--- config.mk ---
export PLATFORM = sky130hd
export DESIGN_NAME = pipe_hazard_ctrl_flat
export DESIGN_NICKNAME = d
export VERILOG_FILES = /design/src/rtl/pipe_hazard_ctrl_if.sv /design/src/rtl/pipe_hazard_ctrl.sv /design/src/flat_wrapper.sv
export SDC_FILE = /design/constraint.sdc
export NUM_CORES = 1
export LEC_CHECK = 0
export ABC_AREA = 0
export BUFFER_PORTS_ARGS = -buffer_cell sky130_fd_sc_hd__buf_2
export CORE_MARGIN = 4
export CORE_UTILIZATION = 25
export CTS_CLUSTER_DIAMETER = 120
export DETAILED_ROUTE_END_ITERATION = 8
export PLACE_DENSITY = 0.46
export SLEW_MARGIN = 40
export SYNTH_ARGS = -nofsm -noshare
export SYNTH_HDL_FRONTEND = slang
export SYNTH_SLANG_ARGS = --single-unit
--- constraint.sdc ---
create_clock -name clk_i -period 7 [get_ports clk_i]
set_input_delay 1.05 -clock clk_i [delete_from_list [all_inputs] [get_ports clk_i]]
set_output_delay 1.05 -clock clk_i [all_outputs]
set_load 0.01 [all_outputs]
--- src/rtl/pipe_hazard_ctrl_if.sv ---
// Pipeline-to-hazard-controller bundle: per-stage register/control taps in,
// stall/flush/forward controls and perf counters out.
interface pipe_hazard_ctrl_if #(
    parameter int unsigned AW    = 5,
    parameter int unsigned CNT_W = 32
);
    logic [AW-1:0]    rs1_id_i, rs2_id_i;
    logic             rs1_used_id_i, rs2_used_id_i;
    logic [AW-1:0]    rs1_ex_i, rs2_ex_i, rd_ex_i;
    logic             regwrite_ex_i, memread_ex_i;
    logic [AW-1:0]    rd_mem_i;
    logic             regwrite_mem_i;
    logic [AW-1:0]    rd_wb_i;
    logic             regwrite_wb_i;
    logic             branch_taken_i;
    logic             clr_cnt_i;
    logic             pc_write_o, ifid_write_o, idex_bubble_o, ifid_flush_o;
    logic [1:0]       fwd_a_o, fwd_b_o;
    logic             fwd_id_rs1_o, fwd_id_rs2_o;
    logic [CNT_W-1:0] stall_cnt_o, flush_cnt_o;

    modport master (
        output rs1_id_i, rs2_id_i, rs1_used_id_i, rs2_used_id_i,
               rs1_ex_i, rs2_ex_i, rd_ex_i, regwrite_ex_i, memread_ex_i,
               rd_mem_i, regwrite_mem_i, rd_wb_i, regwrite_wb_i,
               branch_taken_i, clr_cnt_i,
        input  pc_write_o, ifid_write_o, idex_bubble_o, ifid_flush_o,
               fwd_a_o, fwd_b_o, fwd_id_rs1_o, fwd_id_rs2_o,
               stall_cnt_o, flush_cnt_o
    );

    modport slave (
        input  rs1_id_i, rs2_id_i, rs1_used_id_i, rs2_used_id_i,
               rs1_ex_i, rs2_ex_i, rd_ex_i, regwrite_ex_i, memread_ex_i,
               rd_mem_i, regwrite_mem_i, rd_wb_i, regwrite_wb_i,
               branch_taken_i, clr_cnt_i,
        output pc_write_o, ifid_write_o, idex_bubble_o, ifid_flush_o,
               fwd_a_o, fwd_b_o, fwd_id_rs1_o, fwd_id_rs2_o,
               stall_cnt_o, flush_cnt_o
    );
endinterface

--- src/rtl/pipe_hazard_ctrl.sv ---
// Hazard/forwarding controller for the 5-stage pipe: EX and ID forwarding,
// load-use interlock of LOAD_LAT cycles, taken-branch flush, perf counters.
module pipe_hazard_ctrl #(
    parameter int unsigned AW       = 5,
    parameter int unsigned LOAD_LAT = 1,
    parameter int unsigned BR_STAGE = 2,
    parameter int unsigned CNT_W    = 32
) (
    input  logic              clk_i,
    input  logic              rst_i,
    pipe_hazard_ctrl_if.slave hz
);
    localparam int unsigned   SCNT_W = 2;
    localparam logic [AW-1:0] X0     = '0;

    typedef enum logic {IDLE = 1'b0, HOLD = 1'b1} state_e;

    state_e             state_q, state_d;
    logic [SCNT_W-1:0]  scnt_q, scnt_d;
    logic [CNT_W-1:0]   stall_cnt_q, stall_cnt_d;
    logic [CNT_W-1:0]   flush_cnt_q, flush_cnt_d;
    logic               lu, stall, flush, bubble;
    logic [1:0]         fwd_a, fwd_b;
    logic               fwd_id1, fwd_id2;

    // EX/MEM result wins over the older MEM/WB result
    function automatic logic [1:0] ex_sel(input logic [AW-1:0] rs,
                                          input logic [AW-1:0] rd_mem, input logic we_mem,
                                          input logic [AW-1:0] rd_wb,  input logic we_wb);
        logic [1:0] sel;
        sel = 2'b00;
        if (we_mem && rd_mem != X0 && rd_mem == rs)   sel = 2'b10;
        else if (we_wb && rd_wb != X0 && rd_wb == rs) sel = 2'b01;
        return sel;
    endfunction

    always_comb begin
        fwd_a   = ex_sel(hz.rs1_ex_i, hz.rd_mem_i, hz.regwrite_mem_i, hz.rd_wb_i, hz.regwrite_wb_i);
        fwd_b   = ex_sel(hz.rs2_ex_i, hz.rd_mem_i, hz.regwrite_mem_i, hz.rd_wb_i, hz.regwrite_wb_i);
        fwd_id1 = hz.regwrite_wb_i && hz.rd_wb_i != X0 && hz.rd_wb_i == hz.rs1_id_i;
        fwd_id2 = hz.regwrite_wb_i && hz.rd_wb_i != X0 && hz.rd_wb_i == hz.rs2_id_i;
        lu      = hz.memread_ex_i && hz.regwrite_ex_i && hz.rd_ex_i != X0 &&
                  ((hz.rs1_used_id_i && hz.rd_ex_i == hz.rs1_id_i) ||
                   (hz.rs2_used_id_i && hz.rd_ex_i == hz.rs2_id_i));
    end

    // Stall FSM next-state plus branch flush arbitration
    always_comb begin
        state_d = state_q;
        scnt_d  = scnt_q;
        stall   = 1'b0;
        flush   = 1'b0;
        unique case (state_q)
            IDLE: begin
                if (lu) begin
                    stall = 1'b1;
                    if (LOAD_LAT > 1) begin
                        scnt_d  = SCNT_W'(LOAD_LAT - 1);
                        state_d = HOLD;
                    end
                end
            end
            HOLD: begin
                stall  = 1'b1;
                scnt_d = scnt_q - SCNT_W'(1);
                if (scnt_d == '0) state_d = IDLE;
            end
            default: state_d = IDLE;
        endcase
        // A branch resolved in EX squashes the stalled consumer in ID
        if (BR_STAGE == 2) begin
            if (hz.branch_taken_i) begin
                stall   = 1'b0;
                flush   = 1'b1;
                state_d = IDLE;
                scnt_d  = '0;
            end
        end else begin
            flush = hz.branch_taken_i && !stall;
        end
        bubble = stall || (flush && BR_STAGE == 2);
    end

    always_comb begin
        stall_cnt_d = stall_cnt_q;
        flush_cnt_d = flush_cnt_q;
        if (hz.clr_cnt_i) begin
            stall_cnt_d = '0;
            flush_cnt_d = '0;
        end else begin
            if (stall && stall_cnt_q != '1) stall_cnt_d = stall_cnt_q + CNT_W'(1);
            if (flush && flush_cnt_q != '1) flush_cnt_d = flush_cnt_q + CNT_W'(1);
        end
    end

    always_ff @(posedge clk_i or posedge rst_i) begin
        if (rst_i) begin
            state_q     <= IDLE;
            scnt_q      <= '0;
            stall_cnt_q <= '0;
            flush_cnt_q <= '0;
        end else begin
            state_q     <= state_d;
            scnt_q      <= scnt_d;
            stall_cnt_q <= stall_cnt_d;
            flush_cnt_q <= flush_cnt_d;
        end
    end

    // Combinational controls are held at their idle values during reset
    assign hz.pc_write_o    = rst_i || !stall;
    assign hz.ifid_write_o  = rst_i || !stall;
    assign hz.idex_bubble_o = !rst_i && bubble;
    assign hz.ifid_flush_o  = !rst_i && flush;
    assign hz.fwd_a_o       = rst_i ? 2'b00 : fwd_a;
    assign hz.fwd_b_o       = rst_i ? 2'b00 : fwd_b;
    assign hz.fwd_id_rs1_o  = !rst_i && fwd_id1;
    assign hz.fwd_id_rs2_o  = !rst_i && fwd_id2;
    assign hz.stall_cnt_o   = stall_cnt_q;
    assign hz.flush_cnt_o   = flush_cnt_q;
endmodule

--- src/flat_wrapper.sv ---
// flat-port wrapper written by rule: the top's interface ports become plain ports
module pipe_hazard_ctrl_flat 
#(
    parameter int unsigned AW       = 5,
    parameter int unsigned LOAD_LAT = 1,
    parameter int unsigned BR_STAGE = 2,
    parameter int unsigned CNT_W    = 32
)
  (clk_i, rst_i, hz_rs1_id_i, hz_rs2_id_i, hz_rs1_used_id_i, hz_rs2_used_id_i, hz_rs1_ex_i, hz_rs2_ex_i, hz_rd_ex_i, hz_regwrite_ex_i, hz_memread_ex_i, hz_rd_mem_i, hz_regwrite_mem_i, hz_rd_wb_i, hz_regwrite_wb_i, hz_branch_taken_i, hz_clr_cnt_i, hz_pc_write_o, hz_ifid_write_o, hz_idex_bubble_o, hz_ifid_flush_o, hz_fwd_a_o, hz_fwd_b_o, hz_fwd_id_rs1_o, hz_fwd_id_rs2_o, hz_stall_cnt_o, hz_flush_cnt_o);
  pipe_hazard_ctrl_if #(.AW(AW), .CNT_W(CNT_W)) hz_i ();
  input  logic clk_i;
  input  logic rst_i;
  input wire logic [$bits(hz_i.rs1_id_i)-1:0] hz_rs1_id_i;
  input wire logic [$bits(hz_i.rs2_id_i)-1:0] hz_rs2_id_i;
  input wire logic [$bits(hz_i.rs1_used_id_i)-1:0] hz_rs1_used_id_i;
  input wire logic [$bits(hz_i.rs2_used_id_i)-1:0] hz_rs2_used_id_i;
  input wire logic [$bits(hz_i.rs1_ex_i)-1:0] hz_rs1_ex_i;
  input wire logic [$bits(hz_i.rs2_ex_i)-1:0] hz_rs2_ex_i;
  input wire logic [$bits(hz_i.rd_ex_i)-1:0] hz_rd_ex_i;
  input wire logic [$bits(hz_i.regwrite_ex_i)-1:0] hz_regwrite_ex_i;
  input wire logic [$bits(hz_i.memread_ex_i)-1:0] hz_memread_ex_i;
  input wire logic [$bits(hz_i.rd_mem_i)-1:0] hz_rd_mem_i;
  input wire logic [$bits(hz_i.regwrite_mem_i)-1:0] hz_regwrite_mem_i;
  input wire logic [$bits(hz_i.rd_wb_i)-1:0] hz_rd_wb_i;
  input wire logic [$bits(hz_i.regwrite_wb_i)-1:0] hz_regwrite_wb_i;
  input wire logic [$bits(hz_i.branch_taken_i)-1:0] hz_branch_taken_i;
  input wire logic [$bits(hz_i.clr_cnt_i)-1:0] hz_clr_cnt_i;
  output wire logic [$bits(hz_i.pc_write_o)-1:0] hz_pc_write_o;
  output wire logic [$bits(hz_i.ifid_write_o)-1:0] hz_ifid_write_o;
  output wire logic [$bits(hz_i.idex_bubble_o)-1:0] hz_idex_bubble_o;
  output wire logic [$bits(hz_i.ifid_flush_o)-1:0] hz_ifid_flush_o;
  output wire logic [$bits(hz_i.fwd_a_o)-1:0] hz_fwd_a_o;
  output wire logic [$bits(hz_i.fwd_b_o)-1:0] hz_fwd_b_o;
  output wire logic [$bits(hz_i.fwd_id_rs1_o)-1:0] hz_fwd_id_rs1_o;
  output wire logic [$bits(hz_i.fwd_id_rs2_o)-1:0] hz_fwd_id_rs2_o;
  output wire logic [$bits(hz_i.stall_cnt_o)-1:0] hz_stall_cnt_o;
  output wire logic [$bits(hz_i.flush_cnt_o)-1:0] hz_flush_cnt_o;
  assign hz_i.rs1_id_i = hz_rs1_id_i;
  assign hz_i.rs2_id_i = hz_rs2_id_i;
  assign hz_i.rs1_used_id_i = hz_rs1_used_id_i;
  assign hz_i.rs2_used_id_i = hz_rs2_used_id_i;
  assign hz_i.rs1_ex_i = hz_rs1_ex_i;
  assign hz_i.rs2_ex_i = hz_rs2_ex_i;
  assign hz_i.rd_ex_i = hz_rd_ex_i;
  assign hz_i.regwrite_ex_i = hz_regwrite_ex_i;
  assign hz_i.memread_ex_i = hz_memread_ex_i;
  assign hz_i.rd_mem_i = hz_rd_mem_i;
  assign hz_i.regwrite_mem_i = hz_regwrite_mem_i;
  assign hz_i.rd_wb_i = hz_rd_wb_i;
  assign hz_i.regwrite_wb_i = hz_regwrite_wb_i;
  assign hz_i.branch_taken_i = hz_branch_taken_i;
  assign hz_i.clr_cnt_i = hz_clr_cnt_i;
  assign hz_pc_write_o = hz_i.pc_write_o;
  assign hz_ifid_write_o = hz_i.ifid_write_o;
  assign hz_idex_bubble_o = hz_i.idex_bubble_o;
  assign hz_ifid_flush_o = hz_i.ifid_flush_o;
  assign hz_fwd_a_o = hz_i.fwd_a_o;
  assign hz_fwd_b_o = hz_i.fwd_b_o;
  assign hz_fwd_id_rs1_o = hz_i.fwd_id_rs1_o;
  assign hz_fwd_id_rs2_o = hz_i.fwd_id_rs2_o;
  assign hz_stall_cnt_o = hz_i.stall_cnt_o;
  assign hz_flush_cnt_o = hz_i.flush_cnt_o;
  pipe_hazard_ctrl #(.AW(AW), .LOAD_LAT(LOAD_LAT), .BR_STAGE(BR_STAGE), .CNT_W(CNT_W)) u_core (.clk_i(clk_i), .rst_i(rst_i), .hz(hz_i));
endmodule
# Word level (Yosys, flattened, before mapping)

Index checks and enable logic that the tools add are counted.

Bits in registers: 67
Latch bits: 0
RAM bits: 0
Memory bits (read-only): 0
Logic and storage cells: 68
Memories: 0

$add $sub $neg: 3
Multiply operators: 0
Divide/modulo/power cells: 0
Magnitude comparators: 0
Equality and inequality tests: 10
Shift operators: 0
Multiplexer cells: 19
Bitwise logic cells: 1
Reduce and logical (&&, ||, !) cells: 31

Operator list:

| cell                                                               | number |
|---|---|
| 32-bit 2-to-1 mux                                                  | 4 |
| 32-bit by 1-bit adder with 32-bit output, second input constant    | 2 |
| 32-bit inequality test, second input constant                      | 2 |
| 5-bit equality test                                                | 8 |
| 1-bit logical AND                                                  | 19 |
| 5-bit nonzero test                                                 | 3 |
| 2-bit 2-to-1 mux                                                   | 6 |
| 1-bit 2-to-1 mux                                                   | 8 |
| 2-bit nonzero test                                                 | 3 |
| 1-bit logical OR                                                   | 3 |
| 1-bit zero test                                                    | 2 |
| 2-bit zero test                                                    | 1 |
| 1-bit case mux with 2 select lines                                 | 1 |
| 2-bit by 1-bit subtractor with 2-bit output, second input constant | 1 |
| 1-bit NOT                                                          | 1 |

# Longest topological paths before layout

Gate-level depths: netlist (run 1).

Word-level depth: 10
Gate-level depth with buffers: 7

# Worst setup path after synthesis (run 1)

No wires, ideal clock.

Path kind: input port to output port
Start point: input port rst_i
End point: output port hz_fwd_b_o[0]
Arrival time: 3.768 ns
Required time: 5.950 ns
Setup slack: 2.182 ns
Stages: 4
Buffers on the path: 0
Cells stage by stage: inv_1 o211ai_1 or4_1 nor4_1

Longest elaborated chain between the ends: 1

Ends and longest elaborated chain:

| item               | line                    | text |
|---|---|---|
| start: declaration | flat_wrapper.sv:12      | `input logic rst_i;` |
| 2-bit 2-to-1 mux   | pipe_hazard_ctrl.sv:116 | `assign hz.fwd_b_o = rst_i ? 2'b00 : fwd_b;` |
| end: declaration   | flat_wrapper.sv:33      | `output wire logic [$bits(hz_i.fwd_b_o)-1:0] hz_fwd_b_o;` |

No other way between the ends.

# Worst setup path in the final report (run 1)

Ends and elaborated chain as after synthesis.

==> impl_metrics.env, run 1 <==
export IMPL_nNetsFinal=678
export IMPL_drive_gt1_share_pct=26.0
export IMPL_die_width_um=144
export IMPL_holdCritStartpoint="u_core.scnt_q[1]"
export IMPL_fmax_ghz=0.248
export IMPL_clock_latency_ns=0.34
export IMPL_path_class="input port to primary output"
export IMPL_synth_edf_count=0
export IMPL_regArea_sq_mm=0.00168
export IMPL_ant_nets=0
export IMPL_synth_seq_cells=67
export IMPL_grt_overflow_total=0
export IMPL_yosys_area_top_type="dfrtp_1"
export IMPL_rrSetupSlack_ns=4.08
export IMPL_yosysSeqAreaShare_pct=36.4
export IMPL_outcome="finished clean"
export IMPL_area_growth_pct=23.5
export IMPL_multi_input_area_sq_mm=0.00276
export IMPL_syn_inst=529
export IMPL_gp_congestion=0.870
export IMPL_startpoint="rst_i"
export IMPL_synthTopCellsByCount="dfrtp_1 (67), a21oi_1 (37), nor2_1 (34)"
export IMPL_nFillCells=1923
export IMPL_die_height_um=144
export IMPL_cts_num_sinks=67
export IMPL_ir_drop_mv=0.107
export IMPL_routed_via_density=5.21
export IMPL_grt_pass1_vias=4259
export IMPL_coreArea_sq_mm=0.0180
export IMPL_postCtsResizedCells=0
export IMPL_post_route_period_util_pct=57.5
export IMPL_yosys_top_cells_area="dfrtp_1 (36%), xnor2_1 (4.2%), a21oi_1 (4.0%)"
export IMPL_max_stage_delay_ns=0.57
export IMPL_vias=4505
export IMPL_tightestPinTransition_ns=0.785
export IMPL_fin_crit_ns=4.02
export IMPL_ys_warn_count=0
export IMPL_drt_total_wl_um=13600
export IMPL_antenna_found_initial=0
export IMPL_root_buffer="clkbuf_16"
export IMPL_finClkSkew_ns=0.00466
export IMPL_postCtsSetupBuffers=0
export IMPL_cts_clk_slew_worst_paths_ns=0.06
export IMPL_crit_required_ns=5.95
export IMPL_routedWlPerCell_um=15.7
export IMPL_rows=49
export IMPL_synth_flop_cell="dfrtp_1"
export IMPL_cts_tree="built"
export IMPL_crit_arrival_ns=2.97
export IMPL_post_dp_hpwl_um=9660
export IMPL_cts_inserted_buffers=9
export IMPL_crit_path_end_kind="primary output"
export IMPL_p_per_area_mw_per_mm2=159
export IMPL_whs_path_depth=2
export IMPL_htree_levels=3
export IMPL_hold_path_class="flip-flop to flip-flop"
export IMPL_worstReg2RegStart="u_core.hz.stall_cnt_o[0]"
export IMPL_finalSetupViolations=0
export IMPL_dpl_worst_slack_ns=2.88
export IMPL_syn_area_sq_mm=0.00460
export IMPL_grt_max_degree=89
export IMPL_drc=0
export IMPL_holdPathEnd="u_core.scnt_q[1]"
export IMPL_drt_pass1_iter_count=6
export IMPL_cp_max_fo=68
export IMPL_diodes=0
export IMPL_hold_ws_ns=0.536
export IMPL_setup_tns_ns=0
export IMPL_synth_top_area_share_pct=36.4
export IMPL_avgSynthCellArea_sq_um=8.70
export IMPL_yosysMostFrequentCell="dfrtp_1"
export IMPL_clock_path_buffers=2
export IMPL_track_usage_pct=12.9
export IMPL_hold_violations=0
export IMPL_async_flop_share_pct=100
export IMPL_rsz0062_at_grt="no"
export IMPL_r2r_end="u_core.hz.stall_cnt_o[22]"
export IMPL_worst_path_buf_inv=4
export IMPL_initial_utilization_pct=25.5
export IMPL_p_leak_uw=0.00236
export IMPL_synth_nets=577
export IMPL_timing_final_ws_setup_ns=2.98
export IMPL_dieArea_sq_mm=0.0206
export IMPL_drv_slew=0
export IMPL_ys_types=53
export IMPL_drtIter0Drc=306
export IMPL_timing_critical_path_mode_cell="buf_2"
export IMPL_worstPathCellList="buf_2, inv_2, buf_6, o211ai_1, or4_1, nor4_1, buf_2"
export IMPL_hold_buffers=0
export IMPL_cpMaxStageDelayCell="or4_1"
export IMPL_path_delay_family="buffers and inverters"
export IMPL_pin_count=119
export IMPL_reg2regPathDepth=7
export IMPL_maxCapViolations=0
export IMPL_slew_headroom_pct=47.3
export IMPL_startpoint_type="input port"
export IMPL_grt_first_pass_wirelength_um=21500
export IMPL_io_buffers=118
==> worst max path at each step <==
stage	end	cells past startpoint
finish	hz_fwd_b_o[0]	7
global route	hz_fwd_b_o[0]	7
CTS	hz_fwd_b_o[0]	7
detailed placement	hz_fwd_b_o[0]	7
global placement	hz_fwd_b_o[0]	7
floorplan	hz_fwd_b_o[0]	4
==> routing by layer <==
| layer | global-route usage [%] | vias up | wire length (um) |
|---|---|---|---|
| met2 | 21.2 | 83 | 6750 |
| li1 | - | 2180 | - |
| met3 | 3.13 | 19 | 494 |
| met1 | 16.8 | 2223 | 6150 |
| met5 | 0 | - | 0 |
| met4 | 4.11 | 0 | 207 |
==> power breakdown <==
group | switching (uW) | internal (uW)
sequential | 1.14 | 388
clock | 183 | 249
combinational | 52.4 | 30.9
==> kinds of logic (layout without fill, tap and decap cells) <==
family	count (synthesis)	after routing	synth area share [%]
compound gates	88	88	11.6
xor+xnor	42	42	7.99
fa+ha+maj	3	3	0.816
buf+inv	44	150	3.94
flops	67	67	36.4
mux	25	25	6.04
simple gates	260	260	33.1
==> flip-flops by register name, indices dropped and copies added (netlist names) <==
register	cells
u_core.hz.flush_cnt_o	32
u_core.state_q	1
u_core.hz.stall_cnt_o	32
u_core.scnt_q	2
==> stage by stage <==
step	instances	util [%]	total power [uW]	cell area [sq um]
after global routing	864	31.5	946	5680
after global placement	848	29.9	480	5390
after detailed placement	848	30.0	481	5400
after floorplan	529	-	447	4600
after CTS	864	31.5	920	5680
final	864	31.5	905	5680
==> cells in the final DEF, fill, tap and decap left out, types with 2 or more instances in the layout <==
cell        Yosys  routed
buf_2           4     118
dfrtp_1        67      67
a21oi_1        37      37
nor2_1         34      34
nand3_1        28      28
nand4_1        28      28
or3_1          26      26
o21ai_0        24      24
nor2b_1        22      22
xnor2_1        22      22
nand2_1        22      22
xor2_1         20      20
nor3_1         19      19
nor4_1         18      18
or4_1          17      17
mux2_2         16      16
o31ai_1        13      13
and4_1         12      12
inv_1          11      10
and3_1          9       9
clkbuf_16       0       9
and2_1          6       6
mux2_1          6       6
nor4b_1         5       5
nand2b_1        4       4
mux2i_1         3       3
ha_1            3       3
clkinvlp_4      0       3
buf_4           1       3
nor3b_1         2       2
clkinv_2        0       2
buf_6           1       2
==> worst reg2reg max path, stage by stage, from the launching register on <==
cell and delay, ns:
dfrtp_1 0.44, ha_1 0.27, and4_1 0.23, or4b_4 0.51, nor3_1 0.67, buf_4 0.31
nor4_1 0.08, mux2_2 0.29
==> cell type report <==
| class | instances | share of cell area, % |
|---|---|---|
| Tap cell | 229 | 5.04 |
| Clock inverter | 6 | 0.727 |
| Inverter | 11 | 0.727 |
| Clock buffer | 10 | 4.21 |
| Timing Repair Buffer | 123 | 11.2 |
| Sequential cell | 67 | 29.5 |
| Multi-Input combinational cell | 418 | 48.6 |
Power figures use the tool's default switching activity.
==> inputs of run 2 (changes only) <==
==> constraint.sdc (replaced) <==
create_clock -name clk_i -period 4 [get_ports clk_i]
set_input_delay 0.6 -clock clk_i [delete_from_list [all_inputs] [get_ports clk_i]]
set_output_delay 0.6 -clock clk_i [all_outputs]
set_load 0.01 [all_outputs]
==> impl_metrics.env, run 2 (synthesized netlist as in run 1, its figures left out) <==
export IMPL_rsz0062_at_grt="no"
export IMPL_cts_inserted_buffers=9
export IMPL_clock_path_buffers=2
export IMPL_drv_slew=0
export IMPL_cp_max_fo=3
export IMPL_finalPower_uw=1720
export IMPL_post_dp_hpwl_um=10100
export IMPL_cts_num_sinks=67
export IMPL_grt_first_pass_wirelength_um=22800
export IMPL_hold_path_class="input port to asynchronous set/reset pin"
export IMPL_timing_final_ws_setup_ns=0.865
export IMPL_postCtsSetupBuffers=0
export IMPL_cts_tree="built"
export IMPL_post_route_period_util_pct=78.4
export IMPL_hold_violations=0
export IMPL_rows=49
export IMPL_crit_path_end_kind="primary output"
export IMPL_dieArea_sq_mm=0.0206
export IMPL_area_growth_pct=25.2
export IMPL_antenna_found_initial=0
export IMPL_routedWlPerCell_um=16.4
export IMPL_vias=4535
export IMPL_diodes=0
export IMPL_cts_clk_slew_worst_paths_ns=0.06
export IMPL_crit_arrival_ns=2.53
export IMPL_p_leak_uw=0.00240
export IMPL_path_class="input port to primary output"
export IMPL_root_buffer="clkbuf_16"
export IMPL_design_area_sq_mm=0.00576
export IMPL_nNetsFinal=680
export IMPL_track_usage_pct=13.7
export IMPL_routed_via_density=5.24
export IMPL_drt_pass1_iter_count=4
export IMPL_fmax_ghz=0.319
export IMPL_clock_latency_ns=0.34
export IMPL_die_height_um=144
export IMPL_setup_tns_ns=0
export IMPL_postCtsResizedCells=0
export IMPL_drc=0
export IMPL_final_cell_mix="buf_2 (117), dfrtp_1 (67), a21oi_1 (37)"
export IMPL_drt_total_wl_um=14200
export IMPL_crit_required_ns=3.40
export IMPL_finalSetupViolations=0
export IMPL_grt_max_degree=68
export IMPL_ant_nets=0
export IMPL_layout_commonest_cell="buf_2"
export IMPL_route_met2_wl_um=7150
export IMPL_maxCapViolations=0
export IMPL_outcome="finished clean"
export IMPL_ir_drop_mv=0.196
export IMPL_startpoint_type="input port"
export IMPL_met1_length_um=6340
export IMPL_die_width_um=144
export IMPL_initial_utilization_pct=25.5
export IMPL_dpl_worst_slack_ns=0.895
export IMPL_slew_headroom_pct=51.6
export IMPL_tightestPinTransition_ns=0.720
export IMPL_htree_levels=3
export IMPL_pin_count=119
export IMPL_grt_pass1_vias=4484
export IMPL_finClkSkew_ns=0.00842
export IMPL_drive_gt1_share_pct=26.4
export IMPL_dpl_cell_area_sq_mm=0.00543
export IMPL_regArea_sq_mm=0.00168
export IMPL_hold_buffers=0
export IMPL_coreArea_sq_mm=0.0180
export IMPL_fin_crit_ns=3.13
export IMPL_wl_met3_um=537
export IMPL_drtIter0Drc=326
export IMPL_p_per_area_mw_per_mm2=299
export IMPL_highest_layer="met4"
export IMPL_finish_utilization_pct=32.0
export IMPL_gp_congestion=0.854
export IMPL_grt_overflow_total=0
export IMPL_nFillCells=1943
export IMPL_multi_input_area_sq_mm=0.00277
export IMPL_io_buffers=118
run 2: changes by cell type in the layout (fill, tap and decap cells not counted):
cell        change
buf_12          +1
buf_2           -1
buf_4           +3
buf_6           -1
bufinv_16       +2
clkinv_2        -1
clkinvlp_4      -1
nor3_1          -1
nor3_2          +1
run 2: per-stage QoR:
step | hold WS, ns | instances
after floorplan | 0.486 | 529
after global placement | 0.508 | 850
after detailed placement | 0.519 | 850
after CTS | 0.534 | 866
after global routing | 0.557 | 866
final | 0.521 | 866
run 2: worst paths after layout:
kind | startpoint | to | slack (ns) | depth (start not counted)
max in group asynchronous | rst_i | u_core.hz.stall_cnt_o[27] | 3.03 | 3
min | rst_i | u_core.state_q | 0.52 | 3
min reg2reg | u_core.scnt_q[1] | u_core.scnt_q[1] | 0.52 | 2
min in group clk_i | u_core.scnt_q[1] | u_core.scnt_q[1] | 0.52 | 2
max | hz_rd_ex_i[4] | hz_pc_write_o | 0.87 | 7
max reg2reg | u_core.hz.stall_cnt_o[0] | u_core.hz.stall_cnt_o[5] | 1.33 | 6
run 2: report_power, final:
part	internal [uW]	switching, uW	total, uW
Combinational	56.5	94.6	151
Sequential	679	2.02	681
Clock	563	328	891
run 2: critical path, stage by stage:
cell	delay [ns]
buf_2	0.12
xor2_1	0.16
nor4_1	0.62
a22oi_1	0.20
o31a_1	0.35
or3_1	0.33
buf_2	0.15
run 2: cell type report:
type / count / area share (%)
Multi-Input combinational cell: 418 / 48.0
Sequential cell: 67 / 29.1
Timing Repair Buffer: 125 / 11.5
Tap cell: 229 / 4.97
Clock buffer: 10 / 4.15
Clock inverter: 6 / 1.54
Inverter: 11 / 0.717
run 2: metal layers:
layer | vias to the layer above | track usage (%)
li1 | 2186 | -
met1 | 2244 | 17.6
met2 | 87 | 23.0
met3 | 18 | 3.09
met4 | 0 | 3.87
met5 | - | 0
